## src/rtl/perf_pkg.sv

```systemverilog
// Shared definitions for the performance counter bank: FSM encoding and
// counter index map (also the rd_sel / ovf bit numbering).
package perf_pkg;

  typedef enum logic [1:0] {
    IDLE   = 2'b00,
    RUN    = 2'b01,
    HALTED = 2'b10
  } perf_state_e;

  localparam int CYC_IDX  = 0;
  localparam int INS_IDX  = 1;
  localparam int EVT_BASE = 2;

endpackage

```

## src/rtl/perf_cnt_cell.sv

```systemverilog
// One counter slice: synchronous clear, gated increment, wrap or saturate on
// overflow, and a sticky overflow flag.
module perf_cnt_cell #(
  parameter int CNT_W    = 16,
  parameter int SATURATE = 0
) (
  input  logic             clk,
  input  logic             rst,
  input  logic             clr_i,
  input  logic             en_i,
  input  logic             inc_i,
  output logic [CNT_W-1:0] cnt_o,
  output logic             ovf_o
);

  always_ff @(posedge clk or negedge rst) begin
    if (!rst) begin
      cnt_o <= '0;
      ovf_o <= 1'b0;
    end else if (clr_i) begin
      cnt_o <= '0;
      ovf_o <= 1'b0;
    end else if (en_i && inc_i) begin
      if (&cnt_o) begin
        // Saturating counters sit at all-ones; wrapping ones roll to zero.
        ovf_o <= 1'b1;
        if (SATURATE == 0) cnt_o <= '0;
      end else begin
        cnt_o <= cnt_o + 1'b1;
      end
    end
  end

endmodule

```

## src/rtl/perf_counter_bank.sv

```systemverilog
// Cycle, retired-instruction and generic event counters under one
// start/stop/clear FSM, with a registered read mux.
module perf_counter_bank
  import perf_pkg::*;
#(
  parameter int CNT_W    = 16,
  parameter int NUM_EVT  = 4,
  parameter int SATURATE = 0,
  parameter int SEL_W    = $clog2(NUM_EVT + 2)
) (
  input  logic               clk,
  input  logic               rst,
  input  logic               strcnt,
  input  logic               stpcnt,
  input  logic               clr,
  input  logic               inc_instr,
  input  logic [NUM_EVT-1:0] evt_inc,
  input  logic [SEL_W-1:0]   rd_sel,
  output logic [CNT_W-1:0]   rd_data,
  output logic [CNT_W-1:0]   cycle_cnt,
  output logic [CNT_W-1:0]   instr_cnt,
  output logic               running,
  output logic [NUM_EVT+1:0] ovf,
  output logic [1:0]         dbg_state
);

  localparam int NUM_CNT = NUM_EVT + 2;

  perf_state_e        state;
  logic [NUM_CNT-1:0] inc_vec;
  logic               cnt_clr;
  logic               cnt_en;
  logic [CNT_W-1:0]   cnt [NUM_CNT];
  logic [CNT_W-1:0]   rd_next;

  // strcnt clears like clr, so its own cycle is never counted.
  assign cnt_clr = clr | strcnt;
  assign cnt_en  = (state == RUN);
  assign inc_vec = {evt_inc, inc_instr, 1'b1};

  for (genvar i = 0; i < NUM_CNT; i++) begin : g_cell
    perf_cnt_cell #(
      .CNT_W    (CNT_W),
      .SATURATE (SATURATE)
    ) u_cell (
      .clk   (clk),
      .rst   (rst),
      .clr_i (cnt_clr),
      .en_i  (cnt_en),
      .inc_i (inc_vec[i]),
      .cnt_o (cnt[i]),
      .ovf_o (ovf[i])
    );
  end

  assign cycle_cnt = cnt[CYC_IDX];
  assign instr_cnt = cnt[INS_IDX];
  assign dbg_state = state;

  // Priority clr > strcnt > stpcnt; strcnt+stpcnt together is a zero-length window.
  always_ff @(posedge clk or negedge rst) begin
    if (!rst) begin
      state   <= IDLE;
      running <= 1'b0;
    end else if (clr) begin
      state   <= IDLE;
      running <= 1'b0;
    end else if (strcnt) begin
      state   <= stpcnt ? HALTED : RUN;
      running <= ~stpcnt;
    end else if (stpcnt && state == RUN) begin
      state   <= HALTED;
      running <= 1'b0;
    end
  end

  always_comb begin
    rd_next = '0;
    for (int i = 0; i < NUM_CNT; i++) begin
      if (rd_sel == SEL_W'(i)) rd_next = cnt[i];
    end
  end

  always_ff @(posedge clk or negedge rst) begin
    if (!rst) rd_data <= '0;
    else      rd_data <= rd_next;
  end

endmodule

```

## config.mk

```make
export PLATFORM = sky130hd
export DESIGN_NAME = perf_counter_bank
export DESIGN_NICKNAME = d
export VERILOG_FILES = /design/src/rtl/perf_pkg.sv /design/src/rtl/perf_cnt_cell.sv /design/src/rtl/perf_counter_bank.sv
export SDC_FILE = /design/constraint.sdc
export NUM_CORES = 1
export LEC_CHECK = 0
export ABC_AREA = 0
export CORE_MARGIN = 10
export CORE_UTILIZATION = 40
export DETAILED_ROUTE_END_ITERATION = 10
export PLACE_DENSITY = 0.58
export SYNTH_ARGS = -nofsm -noshare
export SYNTH_HDL_FRONTEND = slang
export SYNTH_HIERARCHICAL = 1
export SYNTH_SLANG_ARGS = --single-unit
```

## constraint.sdc

```tcl
create_clock -name clk -period 3.62 [get_ports clk]
set_input_delay 0.724 -clock clk [delete_from_list [all_inputs] [get_ports clk]]
set_output_delay 0.724 -clock clk [all_outputs]
set_load 0.01 [all_outputs]
```

==> metrics.md <==
| Metric | Value |
|---|---|
| Status | `finished clean` |
| Clock insertion delay at the later pin of the skew report | `0.44 ns` |
| Most instantiated flip-flop cell in the synthesis netlist | `sky130_fd_sc_hd__dfrtp_1` |
| Total Die Area | `23270 sq um` |
| GP Congestion | `0.8644` |
| Placed Area | `7866 sq um` |
| Power per cell area | `391.5 nW/um^2` |
| Setup violations, final | `0` |
| Switching share of total power | `21.69%` |
| Top post-synthesis cells by area | `sky130_fd_sc_hd__dfrtp_1 (43%), sky130_fd_sc_hd__xnor2_1 (6.7%), sky130_fd_sc_hd__mux2i_1 (5.4%)` |
| Post-synthesis cell count | `698` |
| Die X-Extent | `152.6 microns` |
| Clock skew | `0.02766 ns` |
| Antenna violation net count after detailed routing | `0` |
| Max Fclk | `0.3744 GHz` |
| Initial Util | `40.77%` |
| Logic pwr share | `4.7%` |
| DRC errors left | `0` |
| Crit path DAT | `3.01 ns` |
| Cell at the root of the clock tree | `sky130_fd_sc_hd__clkbuf_16` |
| Max stage delay on crit path | `0.66 ns` |
| Post-synthesis sequential area ratio | `42.73%` |
| Type of element launching the critical path | `input port` |
| Num rows | `48` |
| Total negative setup slack | `0 ns` |
| Wirelength, routed | `19.93 mm` |
| Clock transition at path regs | `0.05 ns` |
| Critical path capture point type | `flop` |
| Number of buffers added on ports | `69` |
| Share of power burned in registers | `40.5%` |
| Worst vdd rail ir drop | `0.0003261 V` |
| Async set or reset register ratio after synthesis | `100.0%` |
| Placed cells | `982` |
| Post-synthesis area per instance | `10.07 sq um` |
| Total grt overflow | `0` |
| Synthesis-stage register bit count | `120` |
| CTS H-Tree Depth | `4` |
| Via count of the first global-routing pass | `5627` |
| Boundary pin count | `70` |
| Cts bufs inserted | `17` |
| Number of antenna repair diodes | `0` |
| Pin count of the biggest net entering global routing | `99` |
| Number of buffer and inverter stages on the critical path | `1` |
| CTS tree | `yes` |
| Half-perimeter wire length of the detailed placement result | `14.13 mm` |
| Num Clock Sinks | `120` |
| Number of post-CTS setup repair buffers | `0` |
| Cell chain of the critical path | `clkdlybuf4s50_1 > or2_2 > a21oi_2 > or3_4 > or3_1 > a21oi_1` |
| Fin. Hold Viols | `0` |
| Top cell family by delay on the critical path | `simple AND/OR/NAND/NOR gates` |
| Post-layout min period | `2.671 ns` |
| Global-route wire length before repair | `32.25 mm` |
| Slew @ Worst Pin | `0.8628 ns` |
| Yosys cell types | `45` |
| Min Hold Slack | `0.1743 ns` |
| Highest-count cells in the layout ignoring fill and taps | `sky130_fd_sc_hd__dfrtp_1 (120), sky130_fd_sc_hd__nor2_1 (85), sky130_fd_sc_hd__clkdlybuf4s50_1 (67), sky130_fd_sc_hd__xnor2_1 (54), sky130_fd_sc_hd__nand2_1 (52)` |
| Final worst path period share | `73.78%` |
| Cell taking the most area after synthesis | `sky130_fd_sc_hd__dfrtp_1` |
| Endpoint required time on the critical path | `3.96 ns` |
| Drt via density | `5.725` |
| Count of nets after finishing | `795` |
| Overall fraction of global-route tracks in use | `17.03%` |
| Avg WL per Cell | `19.68 microns` |
| CP max FO | `33` |
| Post-layout instance area | `8497 sq um` |
| EDFF count, synth | `0` |
| Max-slew headroom | `42.30%` |
| Most frequent standard cell in the layout excluding fill and tap cells | `sky130_fd_sc_hd__dfrtp_1` |
| Reported max-cap violation count | `0` |
| Leakage power figure | `3.136 nW` |
| Min-Delay Path Class | `in2async` |
| Area of the core | `17240 sq um` |
| Part of the power in the clock network | `54.8%` |
| CTS Buffer Depth | `2` |
| Net switching power | `0.7217 mW` |
| Cell internal power dissipation | `2.605 mW` |
| Detailed-routing iteration count for the pre-antenna-repair pass | `6` |
| CTS hold repair buffers | `0` |
| Final Slew Violations | `0` |
| Critical path's slowest cell | `sky130_fd_sc_hd__or2_2` |
| Number of non-filler instances in the completed layout | `1013` |
| Setup repair after global routing missed its margin | `false` |
| Chip height | `152.6 microns` |
| Share of post-route cells with drive strength above 1 | `11.04%` |
| Number of antenna violations at the first check in global routing | `0` |
| WS Path Type | `in2reg` |
| Core Util, Final | `49.30%` |
| Layout overhead on the synthesized area | `20.90%` |
| Post-synthesis instance area | `7028 sq um` |
| Number of gates given a new drive strength after cts | `0` |
| Detailed-route via count | `5799` |
| Synthesis warning total | `6` |
| Proportion of netlist area held by the largest area contributor | `42.73%` |
| Iteration-0 DRC count of the detailed router | `543` |
## worst paths after layout
| check | startpoint | endpoint | slack [ns] | cells after the start |
|---|---|---|---|---|
| min | rst | g_cell[4].u_cell/cnt_o[7] | 0.17 | 1 |
| max reg2reg | g_cell[1].u_cell/cnt_o[0] | g_cell[1].u_cell/cnt_o[7] | 1.43 | 5 |
| max | clr | g_cell[5].u_cell/cnt_o[11] | 0.95 | 6 |
| min reg2reg | g_cell[4].u_cell/ovf_o | g_cell[4].u_cell/ovf_o | 0.49 | 1 |
| max in group asynchronous | rst | rd_data[1] | 2.60 | 2 |
| min in group clk | g_cell[4].u_cell/ovf_o | g_cell[4].u_cell/ovf_o | 0.49 | 1 |
## per-stage QoR
stage	power (mW)	setup slack [ns]
after detailed placement	1.530	0.5399
final	3.327	0.9492
after global routing	3.440	0.8150
after CTS	3.355	0.9734
after floorplan	1.471	0.9326
after global placement	1.527	0.5814
## Yosys cell counts (7+ instances only)
library cell,n
sky130_fd_sc_hd__dfrtp_1,120
sky130_fd_sc_hd__nor2_1,85
sky130_fd_sc_hd__xnor2_1,54
sky130_fd_sc_hd__nand2_1,52
sky130_fd_sc_hd__nand3_1,42
sky130_fd_sc_hd__mux2i_1,38
sky130_fd_sc_hd__nand4_1,30
sky130_fd_sc_hd__a21oi_1,25
sky130_fd_sc_hd__nor4_1,24
sky130_fd_sc_hd__o21a_1,22
sky130_fd_sc_hd__nor3_1,18
sky130_fd_sc_hd__nand3b_1,16
sky130_fd_sc_hd__buf_6,15
sky130_fd_sc_hd__o221ai_2,14
sky130_fd_sc_hd__o21ai_0,13
sky130_fd_sc_hd__inv_1,12
sky130_fd_sc_hd__nor2b_1,7
## sequential cells by signal, summed over array words and instances (netlist names)
signal	count
g_cell.u_cell/cnt_o	96
rd_data	16
g_cell.u_cell/ovf_o	6
dbg_state	1
running	1
## kinds of logic (layout without fill, tap and decap cells)
kind of cell | count (synthesis) | after routing | synth area share [%]
flip-flops | 120 | 120 | 42.73
AND/OR/NAND/NOR | 326 | 326 | 26.28
buffers and inverters | 34 | 121 | 3.774
adder cells (fa/ha/maj) | 6 | 6 | 1.068
XOR/XNOR | 60 | 60 | 7.477
other | 1 | 4 | 0.05336
AO/OA/AOI/OAI | 113 | 113 | 13.21
multiplexers | 38 | 38 | 5.412
## power by group through the flow
stage | registers [mW] | logic, mW | clock network, mW
floorplan | 1.37 | 0.0987 | 0
global placement | 1.37 | 0.156 | 0
detailed placement | 1.37 | 0.158 | 0
CTS | 1.35 | 0.159 | 1.85
global route | 1.35 | 0.173 | 1.92
finish | 1.35 | 0.156 | 1.82
## area by class of cell
type	instances	area (sq um)
well taps	225	281.5
clock buffers	23	488.0
flip-flops and latches	120	3003
repair buffers	78	763.2
fillers	1576	8740
clock inverters	8	142.6
inverters	12	45.04
multi-input cells	547	3774
## per-layer routing
metal  track usage, %  wire [microns]  up-vias
li1                 -               -     2737
met1            22.77            9126     2877
met2            26.43            9503      159
met3            4.149            1011       26
met4            5.540             294        0
met5                0               0        -
No activity file was read; power rests on OpenSTA's default activity.
